===== config.mk =====
export PLATFORM = sky130hd
export DESIGN_NAME = uart_tx_control_flat
export DESIGN_NICKNAME = d
export VERILOG_FILES = /design/src/rtl/uart_pkg.sv /design/src/rtl/uart_tx_control_if.sv /design/src/rtl/baud_tick_gen.sv /design/src/rtl/uart_tx_control.sv /design/src/flat_wrapper.sv
export SDC_FILE = /design/constraint.sdc
export NUM_CORES = 1
export LEC_CHECK = 0
export BUFFER_PORTS_ARGS = -buffer_cell sky130_fd_sc_hd__buf_2
export CORE_MARGIN = 4
export CORE_UTILIZATION = 39
export CTS_BUF_LIST = sky130_fd_sc_hd__clkbuf_4
export DETAILED_ROUTE_END_ITERATION = 6
export PLACE_DENSITY = 0.59
export SYNTH_ARGS = -nofsm -noshare
export SYNTH_HDL_FRONTEND = slang
export SYNTH_HIERARCHICAL = 1
export SYNTH_SLANG_ARGS = --single-unit

===== constraint.sdc =====
create_clock -name clk -period 2.51 [get_ports clk]
set_input_delay 0.1255 -clock clk [delete_from_list [all_inputs] [get_ports clk]]
set_output_delay 0.1255 -clock clk [all_outputs]
set_load 0.01 [all_outputs]

===== src/rtl/uart_pkg.sv =====
// UART transmit control package.
// Holds the controller FSM state type and the frame-length helper shared by
// the controller and anything that needs to know how long a frame is.
//   txState_e  : IDLE -> LOAD -> SEND -> CLEAR -> IDLE
//   frameBits(): start bit + data bits + even-parity bit + stop bit
package uart_pkg;

    typedef enum logic [1:0] {
        IDLE  = 2'd0,
        LOAD  = 2'd1,
        SEND  = 2'd2,
        CLEAR = 2'd3
    } txState_e;

    function automatic int frameBits(input int wordLength);
        return wordLength + 3;
    endfunction

endpackage


===== src/rtl/uart_tx_control_if.sv =====
// Control bundle between the UART TX controller and its requester/datapath.
//   iStart     : frame request from the requester (level, sampled in IDLE)
//   oLoad      : parallel-load strobe for the TX shift register
//   oShift     : one-cycle pulse at each serial bit boundary
//   oTxActive  : selects the shifter onto the line (line idles high when 0)
//   oSyncReset : one-cycle clear of the datapath registers and counters
//   oBusy      : high whenever the controller is not idle
//   oDone      : one-cycle end-of-frame pulse
// Handshake: iStart is a plain level request with no ready/acknowledge; it is
// taken on any rising edge where the controller is idle and ignored (not
// queued) otherwise. oBusy low means the next edge will accept iStart.
// The master modport is the requester/datapath side, the slave modport is
// the controller.
interface uart_tx_control_if;

    logic iStart;
    logic oLoad;
    logic oShift;
    logic oTxActive;
    logic oSyncReset;
    logic oBusy;
    logic oDone;

    modport master (
        output iStart,
        input  oLoad,
        input  oShift,
        input  oTxActive,
        input  oSyncReset,
        input  oBusy,
        input  oDone
    );

    modport slave (
        input  iStart,
        output oLoad,
        output oShift,
        output oTxActive,
        output oSyncReset,
        output oBusy,
        output oDone
    );

endinterface


===== src/rtl/baud_tick_gen.sv =====
// Baud-rate tick generator for the UART TX controller.
// Counts 0..CLKS_PER_BIT-1 while enabled and wraps; tick is high for the one
// cycle in which the count sits at its terminal value. The tick is decoded
// from the count register and the enable, so it carries no input path beyond
// the controller state that drives enable.
//   clk    : clock
//   reset  : synchronous active-high reset (count to 0)
//   enable : count while high (controller in SEND)
//   clear  : synchronous clear of the count
//   tick   : one-cycle pulse at each bit boundary
module baud_tick_gen #(
    parameter int CLKS_PER_BIT = 434
) (
    input  logic clk,
    input  logic reset,
    input  logic enable,
    input  logic clear,
    output logic tick
);

    localparam int CntW = (CLKS_PER_BIT > 2) ? $clog2(CLKS_PER_BIT) : 1;
    localparam logic [CntW-1:0] LastCount = CntW'(CLKS_PER_BIT - 1);

    logic [CntW-1:0] count;

    always_ff @(posedge clk) begin
        if (reset || clear) begin
            count <= '0;
        end else if (enable) begin
            if (count == LastCount) begin
                count <= '0;
            end else begin
                count <= count + CntW'(1);
            end
        end
    end

    assign tick = enable && (count == LastCount);

endmodule


===== src/rtl/uart_tx_control.sv =====
// UART transmit controller.
// Sequences one serial frame (start, WORD_LENGTH data, even parity, stop):
// a one-cycle load strobe, FRAME_BITS bit periods of CLKS_PER_BIT cycles with
// a shift pulse at the end of each, then a one-cycle clear/done cycle.
//   clk      : clock, all state on the rising edge
//   reset    : synchronous active-high reset, overrides every transition
//   bus      : control bundle (slave side), see uart_tx_control_if
//   dbgState : current FSM state, for observation only
// Every output is decoded from the state register and the counter registers;
// iStart only influences the next state.
module uart_tx_control
    import uart_pkg::*;
#(
    parameter int WORD_LENGTH  = 8,
    parameter int CLKS_PER_BIT = 434
) (
    input  logic             clk,
    input  logic             reset,
    uart_tx_control_if.slave bus,
    output txState_e         dbgState
);

    localparam int FrameBits = frameBits(WORD_LENGTH);
    localparam int BitCntW   = $clog2(FrameBits + 1);
    localparam logic [BitCntW-1:0] LastBit = BitCntW'(FrameBits - 1);

    txState_e            state;
    txState_e            nextState;
    logic [BitCntW-1:0]  bitCount;
    logic                baudEnable;
    logic                baudClear;
    logic                baudTick;

    // Enable/clear come straight from the state register so the tick path
    // never loops back through the next-state logic.
    assign baudEnable = (state == SEND);
    assign baudClear  = (state == CLEAR);

    baud_tick_gen #(
        .CLKS_PER_BIT(CLKS_PER_BIT)
    ) uBaud (
        .clk    (clk),
        .reset  (reset),
        .enable (baudEnable),
        .clear  (baudClear),
        .tick   (baudTick)
    );

    always_ff @(posedge clk) begin
        if (reset) begin
            state <= IDLE;
        end else begin
            state <= nextState;
        end
    end

    // Counts completed bits; it reaches FrameBits on the last tick and is
    // cleared in the CLEAR cycle that follows.
    always_ff @(posedge clk) begin
        if (reset || (state == CLEAR)) begin
            bitCount <= '0;
        end else if (baudTick) begin
            bitCount <= bitCount + BitCntW'(1);
        end
    end

    always_comb begin
        nextState      = state;
        bus.oLoad      = 1'b0;
        bus.oShift     = 1'b0;
        bus.oTxActive  = 1'b0;
        bus.oSyncReset = 1'b0;
        bus.oDone      = 1'b0;
        case (state)
            IDLE: begin
                if (bus.iStart) begin
                    nextState = LOAD;
                end
            end
            LOAD: begin
                bus.oLoad = 1'b1;
                nextState = SEND;
            end
            SEND: begin
                bus.oTxActive = 1'b1;
                bus.oShift    = baudTick;
                // The tick that completes the final bit ends the frame.
                if (baudTick && (bitCount == LastBit)) begin
                    nextState = CLEAR;
                end
            end
            CLEAR: begin
                bus.oSyncReset = 1'b1;
                bus.oDone      = 1'b1;
                nextState      = IDLE;
            end
            default: begin
                nextState = IDLE;
            end
        endcase
        bus.oBusy = (state != IDLE);
    end

    assign dbgState = state;

endmodule

===== src/flat_wrapper.sv =====
// flat-port wrapper written by rule: the top's interface ports become plain ports
module uart_tx_control_flat import uart_pkg::*;
#(
    parameter int WORD_LENGTH  = 8,
    parameter int CLKS_PER_BIT = 434
)
  (clk, reset, dbgState, bus_iStart, bus_oLoad, bus_oShift, bus_oTxActive, bus_oSyncReset, bus_oBusy, bus_oDone);
  uart_tx_control_if bus_i ();
  input  logic clk;
  input  logic reset;
  output txState_e dbgState;
  input wire logic [$bits(bus_i.iStart)-1:0] bus_iStart;
  output wire logic [$bits(bus_i.oLoad)-1:0] bus_oLoad;
  output wire logic [$bits(bus_i.oShift)-1:0] bus_oShift;
  output wire logic [$bits(bus_i.oTxActive)-1:0] bus_oTxActive;
  output wire logic [$bits(bus_i.oSyncReset)-1:0] bus_oSyncReset;
  output wire logic [$bits(bus_i.oBusy)-1:0] bus_oBusy;
  output wire logic [$bits(bus_i.oDone)-1:0] bus_oDone;
  assign bus_i.iStart = bus_iStart;
  assign bus_oLoad = bus_i.oLoad;
  assign bus_oShift = bus_i.oShift;
  assign bus_oTxActive = bus_i.oTxActive;
  assign bus_oSyncReset = bus_i.oSyncReset;
  assign bus_oBusy = bus_i.oBusy;
  assign bus_oDone = bus_i.oDone;
  uart_tx_control #(.WORD_LENGTH(WORD_LENGTH), .CLKS_PER_BIT(CLKS_PER_BIT)) u_core (.clk(clk), .reset(reset), .bus(bus_i), .dbgState(dbgState));
endmodule

Word level (Yosys, flattened, before mapping)
Index checks and enable logic that the tools add are counted.
- bits in registers: 15
- latch bits: 0
- output and inout port bits: 8
- input port bits: 3
- memories kept: 0
- bits in read-only memories: 0
- bits in writable memories: 0
- word-level logic and storage cells: 26
- bitwise operators: 0
- multiplexer cells: 8
- multiply operators: 0
- divide/modulo/power cells: 0
- shift operators: 0
- reductions and logical operators: 6
- eq/ne operators: 7
- add/sub/neg operators: 2
- order comparisons: 0
- operator list (kind ; count):
    adder 9 x 1 -> 9 bit, second input constant ; 1
    equality test 9 bit, second input constant ; 1
    two-way mux 9 bit ; 1
    case mux 2 bit (4 select lines) ; 1
    adder 4 x 1 -> 4 bit, second input constant ; 1
    equality test 2 bit, second input constant ; 2
    equality test 4 bit, second input constant ; 1
    two-way mux 1 bit ; 4
    two-way mux 2 bit ; 2
    equality test 2 x 1 -> 1 bit, second input constant ; 1
    logical AND 1 bit ; 2
    zero test 2 bit ; 1
    inequality test 2 x 1 -> 1 bit, second input constant ; 1
    inequality test 2 bit, second input constant ; 1
    AND reduction 2 bit ; 1
    nonzero test 2 bit ; 1
    logical OR 1 bit ; 1

Longest topological paths before layout
- word-level depth: 5
- mapped depth: 8

Hierarchy
Netlist, hierarchy kept.
- by module, submodules not included (module ; area each (µm²) ; sequential area each (µm²) ; cells an instance ; times used):
    baud_tick_gen ; 454.2 ; 180.2 ; 53 ; 1
    uart_tx_control ; 395.4 ; 120.1 ; 41 ; 1

Worst setup path after synthesis
Ideal clock, no wire load.
- kind: reg2reg
- from: reg u_core.state[0], in the netlist u_core/dbgState[0]
- to: reg u_core.state[0], in the netlist u_core/dbgState[0]
- path slack: 0.415 ns
- cell stages (with the launch flop): 8
- clock period less this slack: 2.095 ns
- required time: 2.424 ns
- data arrival time: 2.009 ns
- cells stage by stage: dfxtp_1 inv_1 ha_1 nand4_1 nor2_1 and4b_1 o21ai_2 a221oi_2
- longest elaborated chain between the ends: 5
- elaborated cells on any way between the ends: 10
- ends and longest elaborated chain (item ; line ; source):
    start, declared ; uart_tx_control.sv:27 ; txState_e state;
    start signal, assigned ; uart_tx_control.sv:53 ; state <= nextState;
    equality test 2 bit ; uart_tx_control.sv:36 ; assign baudEnable = (state == SEND);
    logical AND 1 bit ; baud_tick_gen.sv:38 ; assign tick = enable && (count == LastCount);
    named net u_core.baudTick ; uart_tx_control.sv:32 ; logic baudTick;
    logical AND 1 bit ; uart_tx_control.sv:88 ; if (baudTick && (bitCount == LastBit)) begin
    inequality test 2 x 1 -> 1 bit (no source line) ; - ;
    AND reduction 2 bit (no source line) ; - ;
The timed path passes the listed nets, and every way through them passes these cells.
A chain may end at the register's enable or synchronous reset.

Worst setup path after layout
- from: reg u_core.state[0], in the netlist u_core/dbgState[0]
- to: out bus_oShift
- longest elaborated chain between the ends: 3
- ends and longest elaborated chain (item ; line ; source):
    equality test 2 bit ; uart_tx_control.sv:36 ;
    logical AND 1 bit ; baud_tick_gen.sv:38 ;
    named net u_core.baudTick ; uart_tx_control.sv:32 ;
    two-way mux 1 bit ; uart_tx_control.sv:74 ; case (state)
    end, declared ; flat_wrapper.sv:14 ; output wire logic [$bits(bus_i.oShift)-1:0] bus_oShift;
The timed path passes the listed nets, and every way through them passes these cells.

==> impl_metrics.json <==
{
  "status": "completed",
  "synthToLayoutAreaGrowth_pct": 13.4,
  "synth_area_sq_um": 850,
  "top_layer": "met4",
  "cp-end-kind": "primary output",
  "core_sq_um": 2020,
  "max_slew.worst_pin.slew_ps": 397,
  "drv_slew": 0,
  "fin_crit_sh_pct": 88.1,
  "cp.required_ps": 2380,
  "fin_crit_ps": 2210,
  "max_freq_mhz": 452,
  "cts_num_sinks": 15,
  "cts_tree": "yes",
  "wl_per_cell_um": 11.8,
  "slew_headroom_pct": 73.5,
  "dieWidth_um": 54.7,
  "p_leak_uw": 0.000384,
  "finClkSkew_ps": 1.59,
  "htreeDepth": 1,
  "crit_path_start_kind": "register",
  "grt_pass1_wl_um": 2750,
  "drt_first_pass_iters": 4,
  "grt_pass1_vias": 616,
  "p_per_area_nw_per_um2": 804,
  "fin_util_pct": 47.6,
  "cts_resized": 0,
  "cts_buffers": 3,
  "drive_gt1_share_pct": 20.4,
  "postCtsHoldBufs": 0,
  "synth_cell_type_count": 34,
  "yosys_register_bits": 15,
  "vdd_drop_max_mv": 0.364,
  "synthCells": 94,
  "clk_path_buf_depth": 2,
  "yosys_warnings": 6,
  "cts_setup_buffers": 0,
  "syn_nets": 106,
  "synth_most_common_cell": "dfxtp_1",
  "rows": 16,
  "synthTopCellsByCount": "dfxtp_1 (15), nor2_1 (10), ha_1 (9)",
  "syn_avg_cell_area_sq_um": 9.04,
  "synth_edf_count": 0,
  "rsz0062_at_grt": "no",
  "fillers": 200,
  "start_util_pct": 42.0,
  "ant_nets": 0,
  "die_h_um": 54.7,
  "drt_iter0_drc": 26,
  "grt_max_degree": 13,
  "track_usage_pct": 12.5,
  "grt.overflow.total": 0,
  "synth_top_cell_by_area": "dfxtp_1",
  "setup_viol": 0,
  "drt_wl_total_um": 1590,
  "setup-tns-final_ps": 0,
  "ys.flop_type": "dfxtp_1",
  "synth_seq_area_share_pct": 35.3,
  "async_reset_ff_share_pct": 0,
  "final_hold_viol_count": 0,
  "multiInputGateArea_sq_um": 512,
  "antennaDiodeCount": 0,
  "hold_class": "input pin to register",
  "maxCapViolations": 0,
  "ioPinCount": 11,
  "die_area_sq_um": 2990,
  "finalHoldWorstSlack_ps": 121,
  "met2_length_um": 703,
  "port_buffers": 10,
  "antenna_found_initial": 0,
  "regArea_sq_um": 300,
  "root_buffer": "clkbuf_4",
  "globalplace.congestion": 0.756,
  "worstPathMaxFanout": 12,
  "crit_type": "register to primary output",
  "clk_latency_ps": 280,
  "critPathArrivalTime_ps": 2090,
  "vias_per_cell": 5.17,
  "dp_hpwl_um": 1170,
  "post-route-drc-count": 0,
  "synthTopCellsByArea": "dfxtp_1 (35%), ha_1 (13%), xor2_1 (5.2%), nor2_1 (4.4%), nand4_1 (3.7%)",
  "wl_met1_um": 804,
  "vias": 698,
  "synth_top_area_share_pct": 35.3,
  "dr_wl_met3_um": 68,
  "clk_pin_slew_ps": 90,
  "layout.nets": 121
}
-- metal layers --
layer	vias up	global-route usage, %
li1	362	-
met1	321	17.9
met2	13	17.5
met3	2	3.27
met4	0	4.98
met5	-	0
-- sequential cells by signal (all words and copies together) (netlist names) --
name	flops
u_core/uBaud/count	9
u_core/bitCount	4
u_core/dbgState	2
-- per-stage QoR --
stage | cell area [sq um] | total power (uW) | worst slack [ps] | cells
after floorplan | 850 | 539 | 415 | 94
after global placement | 933 | 629 | 523 | 131
after detailed placement | 933 | 631 | 452 | 131
after CTS | 963 | 789 | 262 | 135
after global routing | 963 | 843 | 42.6 | 135
final | 963 | 774 | 298 | 135
-- worst max-delay path, cell delays in order (launching register included) --
cell and delay [ps]:
dfxtp_1 350, inv_1 140, ha_1 420, nand4_1 270
nor2_1 210, buf_4 160, and2_2 130, buf_2 120
-- power breakdown --
part           total (uW)  internal, uW  switching, uW
sequential            318           271           47.6
clock                 151          72.4           78.7
combinational         305           136            169
-- path summary, 6_finish.rpt --
path	from	endpoint	slack, ps	cells after the start
hold reg to reg	u_core/uBaud/count[8]$_SDFFE_PP0P_	u_core/uBaud/count[8]$_SDFFE_PP0P_	500	1
hold / removal	reset	u_core/dbgState[0]$_SDFFE_PP0P_	120	2
setup / recovery	u_core/dbgState[0]$_SDFFE_PP0P_	bus_oShift	300	7
setup reg to reg	u_core/dbgState[0]$_SDFFE_PP0P_	u_core/dbgState[0]$_SDFFE_PP0P_	440	7
-- final cells by class --
class,count,share of cell area (%)
inverter,8,3.12
sequential,15,31.2
multi-input combinational,70,53.1
clock buffer,4,3.12
tap,27,3.51
timing repair buffer,11,5.97
-- logic make-up after synthesis --
family | count (synthesis) | synth area share (%)
simple gates | 40 | 26.5
flops | 15 | 35.3
compound gates | 14 | 13.3
buf+inv | 9 | 4.42
fa+ha+maj | 9 | 13.3
xor+xnor | 7 | 7.22
-- cell usage in the layout, fill, tap and decap left out, types with 2 or more instances in the layout --
cell / n
xnor2_1: 2
or3_1: 2
xor2_1: 5
dfxtp_1: 15
clkbuf_4: 4
nand4_1: 5
nor3_1: 3
a31oi_1: 2
buf_2: 10
nor2_1: 10
nand3_1: 3
nand2_1: 7
a41oi_1: 2
ha_1: 9
inv_1: 8
Power figures use the tool's default switching activity.
